### src/rtl/booth_radix4_multiplier.sv
// booth_radix4_multiplier
// Sequential radix-4 (modified Booth) integer multiplier. It retires two
// multiplier bits per clock and finishes in WIDTH/2+1 cycles. Each operation
// selects signed or unsigned operands. A start/busy/done handshake lets the
// block run back-to-back without a reset between operations.
//
// Ports:
//   clk          rising-edge clock
//   rst          asynchronous, active-low reset
//   start        operation request, sampled only while idle
//   signed_mode  1 = two's-complement operands, 0 = unsigned (sampled with start)
//   multiplicand M operand (sampled with start)
//   multiplier   Q operand (sampled with start)
//   busy         high while an operation is in progress
//   done         one-cycle pulse when product has just been updated
//   product      2*WIDTH-bit result of the last completed operation
module booth_radix4_multiplier #(
  parameter int WIDTH = 8
) (
  input  logic                 clk,
  input  logic                 rst,
  input  logic                 start,
  input  logic                 signed_mode,
  input  logic [WIDTH-1:0]     multiplicand,
  input  logic [WIDTH-1:0]     multiplier,
  output logic                 busy,
  output logic                 done,
  output logic [2*WIDTH-1:0]   product
);

  // Two extra bits let an unsigned all-ones operand stay positive. They also
  // make the recoding consume an even number of bits.
  localparam int N    = WIDTH + 2;
  localparam int ITER = N / 2;
  localparam int CW   = $clog2(ITER + 1);

  generate
    if ((WIDTH < 4) || ((WIDTH % 2) != 0)) begin : g_bad_width
      $error("booth_radix4_multiplier: WIDTH must be even and >= 4");
    end
  endgenerate

  typedef enum logic {IDLE, RUN} state_t;

  state_t          state, state_next;
  logic [N:0]      acc;
  logic [N-1:0]    q_reg;
  logic            q_m1;
  logic [N:0]      mx;
  logic [CW-1:0]   count;

  logic [N-1:0]    ext_m, ext_q;
  logic [N:0]      term, sum, acc_shift;
  logic [N-1:0]    q_shift;
  logic            last;

  assign ext_m = signed_mode ? {{2{multiplicand[WIDTH-1]}}, multiplicand}
                             : {2'b00, multiplicand};
  assign ext_q = signed_mode ? {{2{multiplier[WIDTH-1]}}, multiplier}
                             : {2'b00, multiplier};

  always_ff @(posedge clk or negedge rst) begin
    if (!rst) state <= IDLE;
    else      state <= state_next;
  end

  always_comb begin
    state_next = state;
    term       = '0;
    // Booth recoding of the overlapping triplet {Q[1],Q[0],q_m1}.
    case ({q_reg[1:0], q_m1})
      3'b001, 3'b010: term = mx;
      3'b011:         term = mx << 1;
      3'b100:         term = -(mx << 1);
      3'b101, 3'b110: term = -mx;
      default:        term = '0;
    endcase
    sum       = acc + term;
    // This is a 2-bit arithmetic shift of {S,Q,q_m1}. The sign of S is replicated into A.
    acc_shift = {sum[N], sum[N], sum[N:2]};
    q_shift   = {sum[1:0], q_reg[N-1:2]};
    last      = (count == CW'(ITER - 1));
    case (state)
      IDLE:    if (start) state_next = RUN;
      RUN:     if (last)  state_next = IDLE;
      default: state_next = IDLE;
    endcase
  end

  assign busy = (state == RUN);

  always_ff @(posedge clk or negedge rst) begin
    if (!rst) begin
      acc     <= '0;
      q_reg   <= '0;
      q_m1    <= 1'b0;
      mx      <= '0;
      count   <= '0;
      done    <= 1'b0;
      product <= '0;
    end else begin
      done <= 1'b0;
      case (state)
        IDLE: begin
          if (start) begin
            acc   <= '0;
            q_reg <= ext_q;
            q_m1  <= 1'b0;
            mx    <= {ext_m[N-1], ext_m};
            count <= '0;
          end
        end
        RUN: begin
          acc   <= acc_shift;
          q_reg <= q_shift;
          q_m1  <= q_reg[1];
          count <= count + CW'(1);
          // The final iteration also publishes the low 2*WIDTH bits of the shifted {A,Q}.
          if (last) begin
            product <= {acc_shift[WIDTH-3:0], q_shift};
            done    <= 1'b1;
          end
        end
        default: ;
      endcase
    end
  end

endmodule

### config.mk
export PLATFORM = sky130hd
export DESIGN_NAME = booth_radix4_multiplier
export DESIGN_NICKNAME = d
export VERILOG_FILES = /design/src/rtl/booth_radix4_multiplier.sv
export SDC_FILE = /design/constraint.sdc
export NUM_CORES = 1
export LEC_CHECK = 0
export CORE_UTILIZATION = 45
export DETAILED_ROUTE_END_ITERATION = 12
export GPL_ROUTABILITY_DRIVEN = 0
export MAX_ROUTING_LAYER = met4
export PLACE_DENSITY = 0.68
export SYNTH_ARGS = -nofsm -noshare
export SYNTH_HDL_FRONTEND = slang
export SYNTH_SLANG_ARGS = --single-unit
### constraint.sdc
create_clock -name clk -period 3.8 [get_ports clk]
set_input_delay 0.57 -clock clk [delete_from_list [all_inputs] [get_ports clk]]
set_output_delay 0.57 -clock clk [all_outputs]
set_load 0.01 [all_outputs]
# Yosys cells after proc, flatten, opt, wreduce, memory -nomap -nowiden
# Index checks and enable logic that the tools add are counted.
dict set report totals {
  reg_bits 53
  in_bits 20
}
dict set report op_classes {
  n_addsub 4
  eq_ne 8
  mux 16
  bitwise 1
  reduce_logical 4
}
# cell count
set op_table {}
lappend op_table {{11-bit one-hot mux with 4 select lines} 1}
lappend op_table {{10-bit two-way mux} 3}
lappend op_table {{11-bit negation} 2}
lappend op_table {{11-bit one-hot mux with 2 select lines} 1}
lappend op_table {{10-bit one-hot mux with 2 select lines} 1}
lappend op_table {{3-bit == test (second input constant)} 4}
lappend op_table {{11-bit adder} 1}
lappend op_table {{11-bit two-way mux} 1}
lappend op_table {{3-bit by 2-bit == test with 1-bit output (second input constant)} 2}
lappend op_table {{3-bit one-hot mux with 2 select lines} 1}
lappend op_table {{1-bit two-way mux} 5}
lappend op_table {{1-bit one-hot mux with 2 select lines} 2}
lappend op_table {{2-bit AND reduction} 2}
lappend op_table {{2-bit OR reduction} 2}
lappend op_table {{3-bit by 1-bit adder with 3-bit output (second input constant)} 1}
lappend op_table {{3-bit by 1-bit == test with 1-bit output (second input constant)} 1}
lappend op_table {{3-bit two-way mux} 1}
lappend op_table {{2-bit inequality test (second input constant)} 1}
lappend op_table {{1-bit inverter} 1}

# Logic depth before layout (Yosys ltp)
# Gate-level depths: netlist of the first run.
dict set report logic_depth {
  ltp_word 5
  ltp_mapped 14
}

# Worst setup path before layout of the first run
# OpenSTA, ideal clock, no wires.
dict set report synth_path {
  path_kind {reg2reg}
  from {reg mx[1]}
  to {reg acc[9]}
  setup_ns 0.130
  arrival_ns 3.033
  t_required_ns 3.670
  setup_slack_ns 0.638
  stages_incl_launch_ff 14
  period_less_slack_ns 3.162
  cell_sequence {dfrtp_1 -> inv_1 -> ha_1 -> or4b_4 -> a31o_1 -> a32o_1 -> o21a_1 -> ha_1 -> o21a_1 -> nor2_1 -> nor3_1 -> a2111oi_0 -> xor2_1 -> o21ai_1}
}
dict set report synth_via {
  elab_chain_cells 4
}
# element line_no
set synth_lines {}
lappend synth_lines {{start, declared} 49} ;# logic [N:0] mx;
lappend synth_lines {{start signal, assigned} 109} ;# mx <= {ext_m[N-1], ext_m};
lappend synth_lines {{11-bit negation, on equally long branches} {75, 74}}
lappend synth_lines {{11-bit one-hot mux with 4 select lines (*)} 71} ;# case ({q_reg[1:0], q_m1})
lappend synth_lines {{11-bit adder (*)} 78} ;# sum = acc + term;
lappend synth_lines {{11-bit one-hot mux with 2 select lines (*)} 103} ;# case (state)
lappend synth_lines {{end signal, assigned} 114} ;# acc <= acc_shift;
lappend synth_lines {{end, declared} 46} ;# logic [N:0] acc;
# Every way passes the cells marked *; elsewhere a longest branch is shown, timed or not.
# A chain may end at the register's enable or synchronous reset.

# Worst setup path after layout of the first run
# Same ends and word-level chain as after synthesis.

==> results of run 1 <==
[worst reg2reg max path: stages, from the launching register on]
cell and delay [ps]:
dfrtp_1 430, inv_1 110, ha_1 240, or4b_4 510
a31o_1 230, a32o_1 200, o21a_1 170, ha_1 320
o21a_1 190, nor2_1 120, nor3_1 60, a2111oi_0 570
xor2_1 200, o21ai_1 70
[where the power goes]
| group | leakage, nW | internal (mW) | total [mW] | switching [mW] |
|---|---|---|---|---|
| registers | 0.609 | 0.818 | 1.11 | 0.296 |
| clock network | 0.0514 | 0.197 | 0.379 | 0.183 |
| logic | 0.913 | 1.15 | 2.43 | 1.29 |
[stage by stage]
stage / hold slack, ps / setup slack [ps]
2_1_floorplan: 274 / 638
3_3_place_gp: 468 / 451
3_5_place_dp: 473 / 292
4_1_cts: 442 / 263
5_1_grt: 491 / 69.9
6_report: 393 / 268
[metal layers]
metal  up-vias  global-route usage, %
met2        66                   32.7
met5         -                      -
met1      1174                   29.6
li1       1226                      -
met4         0                   4.16
met3         6                   3.21
[cells in the final DEF (no fill, tap or decap), types with 2 or more instances in the layout]
cell type	count
and3_1	4
o21a_1	4
buf_4	8
o21ai_0	37
a221oi_1	2
dfrtp_1	50
a21oi_1	14
a31oi_1	3
clkdlybuf4s50_1	36
a22o_1	3
inv_1	9
nand3_1	6
ha_1	13
mux2i_1	13
a211oi_1	2
nor2_1	14
nand2b_1	2
clkbuf_8	5
nor3_1	7
xor2_1	7
o21ai_1	3
o31ai_1	2
or3_1	2
mux2_2	17
and2_1	2
nand2_1	48
xnor2_1	8
a21o_1	4
[logic make-up (layout without fill, tap and decap cells)]
group | Yosys count | in the layout | synth area share (%)
buffers and inverters | 32 | 64 | 4.66
flip-flops | 50 | 50 | 40.5
adder cells (fa/ha/maj) | 14 | 14 | 5.91
multiplexers | 31 | 31 | 11.1
AND/OR/NAND/NOR | 95 | 95 | 15.1
AO/OA/AOI/OAI | 88 | 88 | 17.9
XOR/XNOR | 16 | 16 | 4.78
[how the worst max path moves through the flow]
stage                     slack, ps  depth (start not counted)   from      to
after global routing             70                         13  mx[0]  acc[9]
final                           270                         13  mx[1]  acc[9]
after detailed placement        290                         13  mx[2]  acc[9]
after global placement          450                         13  mx[2]  acc[9]
after CTS                       260                         13  mx[1]  acc[9]
after floorplan                 640                         13  mx[1]  acc[9]
[final cells by class]
class / instances / share of cell area, %
clock inverters: 2 / 1.04
repair buffers: 45 / 11.8
flip-flops and latches: 50 / 34.6
clock buffers: 6 / 2.00
multi-input cells: 244 / 46.8
well taps: 77 / 2.66
inverters: 11 / 1.14
==> run metrics, run 1 <==
leading area contributor after synthesis dfrtp_1; hold_buf cts 0; met2 wire length a little over 3000 um; initial DRC count 195; Arr. time, crit path 3720 ps; fill cell count 581; kind of critical path reg2reg; Finished Layout Cells 435; die area 7200 um2; post-CTS resize count 0; CP Cell Sequence inv_1 -> ha_1 -> or4b_4 -> a31o_1 -> a32o_1 -> o21a_1 -> ha_1 -> o21a_1 -> nor2_1 -> nor3_1 -> a2111oi_0 -> xor2_1 -> o21ai_1; initial antenna violation count 0; n_diodes 0; DP Wirelength 4880 um; chip height around 85 um; gr ovfl total 0; Pwr Density 1080 nW/um2; Port Buffers 37; Mapped Avg Cell Area 9.48 um2; register area 1250 um2; H-tree levels 2; count leader, synth dfrtp_1; Max clock buf depth 2; Achievable Freq 0.283 GHz; cts bufs inserted 5; Worst setup EP type flop; Setup TNS Final 0 ps; RSZ-0062 raised after global routing no; Mapped Area 3090 um2; core area ~6500 um2; met1 wire length 3310 um; Hold/Removal Path Class in2async; Syn Nets 360; Max-Cap Viols 0; worst reg2reg path depth 13; synth top area cells dfrtp_1 40%, mux2_2 6.2%, o21ai_0 6.0%; multi-input logic area 1700 um2; placed cells between 400 and 500; clk sinks 50; register bit total from synthesis 50; io pins 38; Post-synth top cells 50 x dfrtp_1, 48 x nand2_1, 37 x o21ai_0, 17 x mux2_2; post-synthesis sequential area ratio 40.5%; layout cells sized above 1 between 10% and 20%; first-pass GRT wire length about 12000 um; clk_skew 8.79 ps; Layout area overhead 17.1%; asr flop ratio synth 100%; WP buf/inv 1; highest metal used met4; vias in the first global route 2377; Main synth FF type dfrtp_1; post-route cell area 3620 um2; Post-synth EDFFs 0; CP max stage cell a2111oi_0; initial core utilization 47.6%; outcome finished with violations; PnR Total Power 3.93 mW; clk_lat worst skew 310 ps; Finish-stage setup viols 0; CP max stage delay 570 ps; post-layout util 55.7%; DRC 1; count of final hold-check violations 0; FP Rows 29; CP startpoint kind flop; met3 wire length ~310 um; routed vias/inst 5.68; Global Route Usage Sum 21.0%; WL final 6800 um; YS warnings 0; worst-margin pin slew around 940 ps; CTS root buf clkbuf_8; DRT Pass-1 Iters 10; R2R setup slack 270 ps; worst vdd ir 0.431 mV; worst path required time 3990 ps; top cell type's share of synthesized area 40.5%; failing checks design-rule violations; Cells after Synth approximately 330; routed len/inst 15.6 um; LEAKAGE 1.57 nW; final net count 391; largest net degree at the start of global routing 43; post-route minimum period 3530 ps; final cycle utilization of the critical path between 90 and 100%; fin. max-slew vios 0; r2r startpoint mx[1]; CTS tree done; FF-to-FF End acc[9]; Post CTS Setup Buffer Count 0; worst rel slew slack 37.4%; antenna viol nets, final 0; max reg flops 16; via count 2472; CP max FO 5; library cells used by synthesis just under 60; Placed Area 3510 um2; clock-pin slew on the worst setup and hold paths 90 ps; DIE WIDTH 84.9 um; delay-heaviest family, CP compound AO/OA/AOI/OAI gates
Power figures use the tool's default switching activity.
==> inputs of run 2 (changes only) <==
Settings changed: CAP_MARGIN from default to 15.
==> results of run 2 <==
The final DEF is identical to that of run 1; final timing and power are the same.
==> inputs of run 3 (changes only) <==
Settings changed: SLEW_MARGIN from default to 0.
==> results of run 3 <==
The final DEF is identical to that of run 1; final timing and power are the same.
